### src/rtl/pdm_mic_interface.sv
// PDM microphone front end: generates the mic clock, synchronises pad data and
// emits channel-tagged one-bit samples after a warm-up period.
module pdm_mic_interface #(
  parameter int unsigned WARMUP_CYCLES = 1024,
  parameter int unsigned SYNC_STAGES   = 2
) (
  input  logic       clk_i,
  input  logic       rst_i,
  input  logic       enable_i,
  input  logic [7:0] clock_divisor_i,
  input  logic [1:0] channel_mode_i,
  input  logic       pdm_data_i,
  output logic       pdm_clk_o,
  output logic       pdm_o,
  output logic       valid_o,
  output logic       channel_o,
  output logic       running_o
);

  localparam int unsigned WarmW = $clog2(WARMUP_CYCLES) + 1;

  typedef enum logic [1:0] {StIdle, StWarmup, StRun} state_e;

  state_e             state_q, state_d;
  logic [7:0]         div_q, div_d;
  logic [1:0]         mode_q, mode_d;
  logic [7:0]         cnt_q, cnt_d;
  logic [WarmW-1:0]   warm_q, warm_d;
  logic               pdm_clk_q, pdm_clk_d;
  logic               edge_q, edge_d;
  logic               pdm_q, pdm_d;
  logic               valid_q, valid_d;
  logic               channel_q, channel_d;
  logic               running_q, running_d;
  logic [SYNC_STAGES-1:0] sync_q;

  logic sync_bit;
  assign sync_bit = sync_q[SYNC_STAGES-1];

  always_comb begin
    state_d   = state_q;
    div_d     = div_q;
    mode_d    = mode_q;
    cnt_d     = cnt_q;
    warm_d    = warm_q;
    pdm_clk_d = pdm_clk_q;
    edge_d    = 1'b0;
    pdm_d     = pdm_q;
    valid_d   = 1'b0;
    channel_d = channel_q;

    unique case (state_q)
      StIdle: begin
        cnt_d     = '0;
        warm_d    = '0;
        pdm_clk_d = 1'b0;
        if (enable_i) begin
          state_d = StWarmup;
          div_d   = (clock_divisor_i < 8'd2) ? 8'd2 : clock_divisor_i;
          mode_d  = channel_mode_i;
        end
      end
      StWarmup, StRun: begin
        if (!enable_i) begin
          state_d   = StIdle;
          cnt_d     = '0;
          warm_d    = '0;
          pdm_clk_d = 1'b0;
        end else begin
          if (cnt_q == div_q - 8'd1) begin
            pdm_clk_d = ~pdm_clk_q;
            cnt_d     = '0;
            edge_d    = 1'b1;
          end else begin
            cnt_d = cnt_q + 8'd1;
          end
          // edge_q marks the cycle in which pdm_clk_o shows its new level
          if (state_q == StWarmup && edge_q && pdm_clk_q) begin
            if (warm_q == WarmW'(WARMUP_CYCLES - 1)) begin
              state_d = StRun;
            end else begin
              warm_d = warm_q + 1'b1;
            end
          end
        end
      end
      default: state_d = StIdle;
    endcase

    if (state_q == StRun && edge_q) begin
      if (!pdm_clk_q && mode_q != 2'b01) begin
        pdm_d     = sync_bit;
        channel_d = 1'b0;
        valid_d   = 1'b1;
      end else if (pdm_clk_q && mode_q != 2'b00) begin
        pdm_d     = sync_bit;
        channel_d = 1'b1;
        valid_d   = 1'b1;
      end
    end

    running_d = (state_d == StRun);
  end

  always_ff @(posedge clk_i) begin
    if (rst_i) begin
      state_q   <= StIdle;
      div_q     <= '0;
      mode_q    <= '0;
      cnt_q     <= '0;
      warm_q    <= '0;
      pdm_clk_q <= 1'b0;
      edge_q    <= 1'b0;
      pdm_q     <= 1'b0;
      valid_q   <= 1'b0;
      channel_q <= 1'b0;
      running_q <= 1'b0;
      sync_q    <= '0;
    end else begin
      state_q   <= state_d;
      div_q     <= div_d;
      mode_q    <= mode_d;
      cnt_q     <= cnt_d;
      warm_q    <= warm_d;
      pdm_clk_q <= pdm_clk_d;
      edge_q    <= edge_d;
      pdm_q     <= pdm_d;
      valid_q   <= valid_d;
      channel_q <= channel_d;
      running_q <= running_d;
      sync_q    <= {sync_q[SYNC_STAGES-2:0], pdm_data_i};
    end
  end

  assign pdm_clk_o = pdm_clk_q;
  assign pdm_o     = pdm_q;
  assign valid_o   = valid_q;
  assign channel_o = channel_q;
  assign running_o = running_q;

endmodule

### config.mk
export PLATFORM = sky130hd
export DESIGN_NAME = pdm_mic_interface
export DESIGN_NICKNAME = d
export VERILOG_FILES = /design/src/rtl/pdm_mic_interface.sv
export SDC_FILE = /design/constraint.sdc
export NUM_CORES = 1
export LEC_CHECK = 0
export ABC_AREA = 1
export CAP_MARGIN = 5
export CORE_MARGIN = 3
export CORE_UTILIZATION = 35
export CTS_CLUSTER_DIAMETER = 60
export DETAILED_ROUTE_END_ITERATION = 10
export HOLD_SLACK_MARGIN = 0.06
export PLACE_DENSITY = 0.53
export SLEW_MARGIN = 25
export SYNTH_ARGS = -nofsm -noshare
export SYNTH_HDL_FRONTEND = slang
export SYNTH_SLANG_ARGS = --single-unit
export TNS_END_PERCENT = 30
### constraint.sdc
create_clock -name clk_i -period 2.6 [get_ports clk_i]
set_input_delay 0.52 -clock clk_i [delete_from_list [all_inputs] [get_ports clk_i]]
set_output_delay 0.52 -clock clk_i [all_outputs]
set_load 0.005 [all_outputs]
# == After elaboration in Yosys (flattened, before gate mapping) ==
# Cells that the tools add are included.
# classes
addsub,3
n_lt_le_gt_ge,1
eq_ne,9
muxes,23
bitwise_logic,4
n_reduce_logical,17
# op_table
operator,n
11-bit 2-to-1 mux,3
8-bit 2-to-1 mux,3
11-bit case mux with 2 select lines,1
8-bit case mux with 2 select lines,1
11-bit by 1-bit adder with 11-bit output (second input constant),1
11-bit by 10-bit equality test with 1-bit output (second input constant),1
1-bit 2-to-1 mux,9
3-bit != test (second input constant),3
8-bit by 1-bit adder with 8-bit output (second input constant),1
8-bit equality test,1
8-bit by 2-bit less-than comparator with 1-bit output (second input constant),1
2-bit 2-to-1 mux,4
8-bit by 1-bit subtractor with 8-bit output (second input constant),1
2-bit AND reduction,3
2-bit nonzero test,3
1-bit logical AND,5
2-bit equality test (second input constant),2
1-bit NOT,4
2-bit case mux with 2 select lines,1
2-bit OR reduction,2
3-bit AND reduction,1
3-bit OR reduction,1
2-bit by 1-bit equality test with 1-bit output (second input constant),1
2-bit zero test,1
other kinds (3),3
# totals
register_bits,39
input_bits,14
output_inout_bits,5
word_cells,69

# == Depth between registers and ports, before layout ==
# depth
depth_word,7
mapped_depth,13

# == Worst setup path before layout ==
# Ideal clock, no wire load.
# synth_timing
kind,flip-flop to flip-flop
from,reg state_q[0]
to,reg warm_q[0]
setup_ns,0.113
t_arrival_ns,1.456
required_ns,2.487
slack_ns,1.031
stages_incl_launch_ff,10
synth_period_minus_slack_ns,1.569
cell_sequence,dfxtp_1 inv_1 ha_1 nand2_1 inv_1 nand2_2 nand2_4 buf_12 o21ai_1 nor2_1
# synth_between
elab_chain_len,5
elab_cells_between_ends,11
# synth_rtl
element,line_no,rtl
start: declaration,24,"state_e state_q, state_d;"
start signal: assignment,107,state_q <= StIdle;
start signal: assignment,120,state_q <= state_d;
2-bit by 1-bit equality test with 1-bit output,"52, 78",
1-bit logical AND (2 in a row),78,if (state_q == StWarmup && edge_q && pdm_clk_q) begin
3-bit != test (no source line),--,
3-bit AND reduction (no source line),--,
end signal: assignment,124,warm_q <= warm_d;
end: declaration,28,"logic [WarmW-1:0] warm_q, warm_d;"
# Parallel ways exist; a longest one is shown, timed or not.
# A chain may end at the register's enable or synchronous reset.

# == Worst setup path after layout ==
# layout_timing
from,reg state_q[0]
to,reg warm_q[3]
# Same word-level chain as after synthesis.

==> results.toml <==
[outcome]
status = "completed"

[clock_network]
post-cts-setup-buffers = 0
postCtsHoldBufs = 0
tritoncts = "done"
cts_inserted_buffers = 5
cts.sinks = 39
cts_resized = 0
htree_levels = 2
clk_latency_ps = 300
max-clock-path-buffers = 2
cts_root_buf = "clkbuf_8"
clk_transition_reported_paths_ps = 80

[power]
leakage_nw = 1.04
p_total_mw = 1.36
power_per_cell_area_nw_per_um2 = 526
maximum_vdd_ir_drop_mv = 0.297

[sta]
timing.final.setup_violations = 0
final-hold-violation-count = 0
timing.hold.ws_ps = 413
timing_worst_slew_pin_value_ps = 560
max-slew-margin-rel_pct = 62.6
timing.final.crit_share_pct = 73.2
fin_tns_setup_ps = 0
worst_slack_ps = 697
finalMaxSlewViolations = 0
finClkSkew_ps = 9.64
finalCriticalPeriod_ps = 1900
unrepaired_setup_endpoints_after_global_routing = "false"
clock.fmax_mhz = 526

[cells_and_area]
layout.cells.most_common_list = "nand2_1 (70), inv_1 (45), nor2_1 (39), dfxtp_1 (39), nand3_1 (27)"
fin_nets = 368
final_cells = 423
design_area_um2 = 2590
drive_gt1_share_pct = 9.48
num_antenna_cells = 0
final_common_cell = "nand2_1"
area_delta_synth_final_pct = 16.0
fin_util_pct = 42.7

[grt]
global_route.usage.total_pct = 14.3
overflow = 0
antenna_violations_before_repair = 0
first_pass_grt_wire_length_um = 8540
grt_start_max_net_pins = 21
first_global_vias = 1948

[yosys]
synth-compound-area-share_pct = 13.7
ys.warnings.count = 0
yosysUniqueCellTypes = 32
post_synth_xor_area_fraction_pct = 4.71
area_of_the_mapped_netlist_um2 = 2230
yosysSeqAreaShare_pct = 35.0
avgSynthCellArea_um2 = 6.82
yosys-mux-area-fraction_pct = 0
syn_nets = 348
yosys.area_share.simple_pct = 32.3
post_synth_inst_count = 327
ys_seq_elements = 39
synth_fa_ha_area_share_pct = 3.93
main_combinational_cell_family_by_area_after_synthesis = "simple AND/OR/NAND/NOR gates"

[setup_path]
worstPathArrival_ps = 2140
r2r_setup_slk_ps = 700
cp_max_fo = 13
critical-path-slowest-cell = "dfxtp_1"
path_class = "reg2reg"
endpoint_kind = "flop"
crit_path_frequent_cell = "inv_1"
crit_path_launch_type = "flop"
cpLargestDelayFamily = "simple AND/OR/NAND/NOR gates"
path_buf_inv = 3
crit_path_max_incr_delay_ps = 380
critPathRequiredTime_ps = 2840
path_cells = "inv_1 > ha_1 > nand2_1 > inv_1 > nand2_2 > nand2_4 > inv_2 > nand3_1 > a21oi_2"

[place]
placedCellCount = 415
place_worst_setup_slack_ps = 499
dpl_cell_area_um2 = 2470
place.port_buffers = 18
detailedPlacementHpwl_um = 3860
place_congestion = 0.877

[drt]
route.detailed.drc = 0
drt_pre_antenna_iters = 4
totalWireLength_um = 4930
detail_route.vias_per_cell = 4.73
num_vias = 1999
postRouteAntennaNets = 0
dr.first_iter.drc_count = 47
detail_route.wl_per_cell_um = 11.6

[die]
initial_utilization_pct = 36.8
fp.dieArea_um2 = 7360
fp.dieW_um = 85.8
placementRows = 28
design.core.area_um2 = 6060
boundaryPins = 19
die_y_um = 85.8

[run]
timing.max_cap.violations = 0

[worst_hold_path]
hold_path.class = "reg2reg"
per-layer routing:
layer  track usage, %  routed length (um)  vias up  share of wire [%]
li1                 -                   -     1084                  -
met1             17.3                2380      891                 48
met2             25.1                2370       19                 48
met3             2.98                 118        5                2.4
met4             4.60                  53        0                1.1
met5                0                   0        -                  0
logic make-up (layout without fill, tap and decap cells):
group	Yosys count	after routing
compound gates	53	53
xor+xnor	12	12
fa+ha+maj	7	7
buf+inv	56	77
flops	39	39
simple gates	160	160
cells in the mapped netlist (all sizes together):
cell | n | area share, %
buf | 3 | 1.3
xor2 | 7 | 2.7
nand3b | 1 | 0.34
a221oi | 1 | 0.39
a211oi | 2 | 0.67
ha | 7 | 3.9
dfxtp | 39 | 35
nand4 | 4 | 1.8
nand3 | 27 | 6.1
nor3 | 5 | 1.1
xnor2 | 5 | 2.0
o211ai | 1 | 0.34
nand2 | 77 | 14
nor4 | 2 | 0.56
o21ai | 23 | 5.2
nor3b | 1 | 0.34
inv | 48 | 8.1
clkbuf | 4 | 0.73
clkinv | 1 | 0.17
a21oi | 26 | 7.2
nor2 | 43 | 8.1
worst paths after layout:
| check | to | from | depth (start not counted) |
|---|---|---|---|
| max | warm_q[3] | state_q[0] | 9 |
| min | sync_q[1] | sync_q[0] | 2 |
| max reg2reg | warm_q[3] | state_q[0] | 9 |
| min reg2reg | sync_q[1] | sync_q[0] | 2 |
area by class of cell:
cell class                      count  area [um2]
Clock buffer                        5        68.8
Inverter                           49         184
Clock inverter                      3        43.8
Timing Repair Buffer               20         195
Sequential cell                    39         781
Tap cell                           75        93.8
Multi-Input combinational cell    232        1220
Fill cell                         672        3470
registers in the layout, summed over array words and instances (netlist names):
signal and cells:
cnt_q 8, pdm_clk_o 1, div_q 8, pdm_o 1, channel_o 1, warm_q 11
running_o 1, state_q 2, valid_o 1, sync_q 2, edge_q 1, mode_q 2
tightest hold or removal path, cell delays in order (launching register included):
cell and delay (ps):
dfxtp_1 310, inv_1 40, nor2_1 30
report_power, final:
group	switching [mW]	leakage (nW)	total [mW]	internal, mW
clock network	0.225	0.0581	0.511	0.286
registers	0.0242	0.318	0.646	0.622
logic	0.123	0.663	0.204	0.0809
total	0.373	1.04	1.36	0.988
Power figures use the tool's default switching activity.
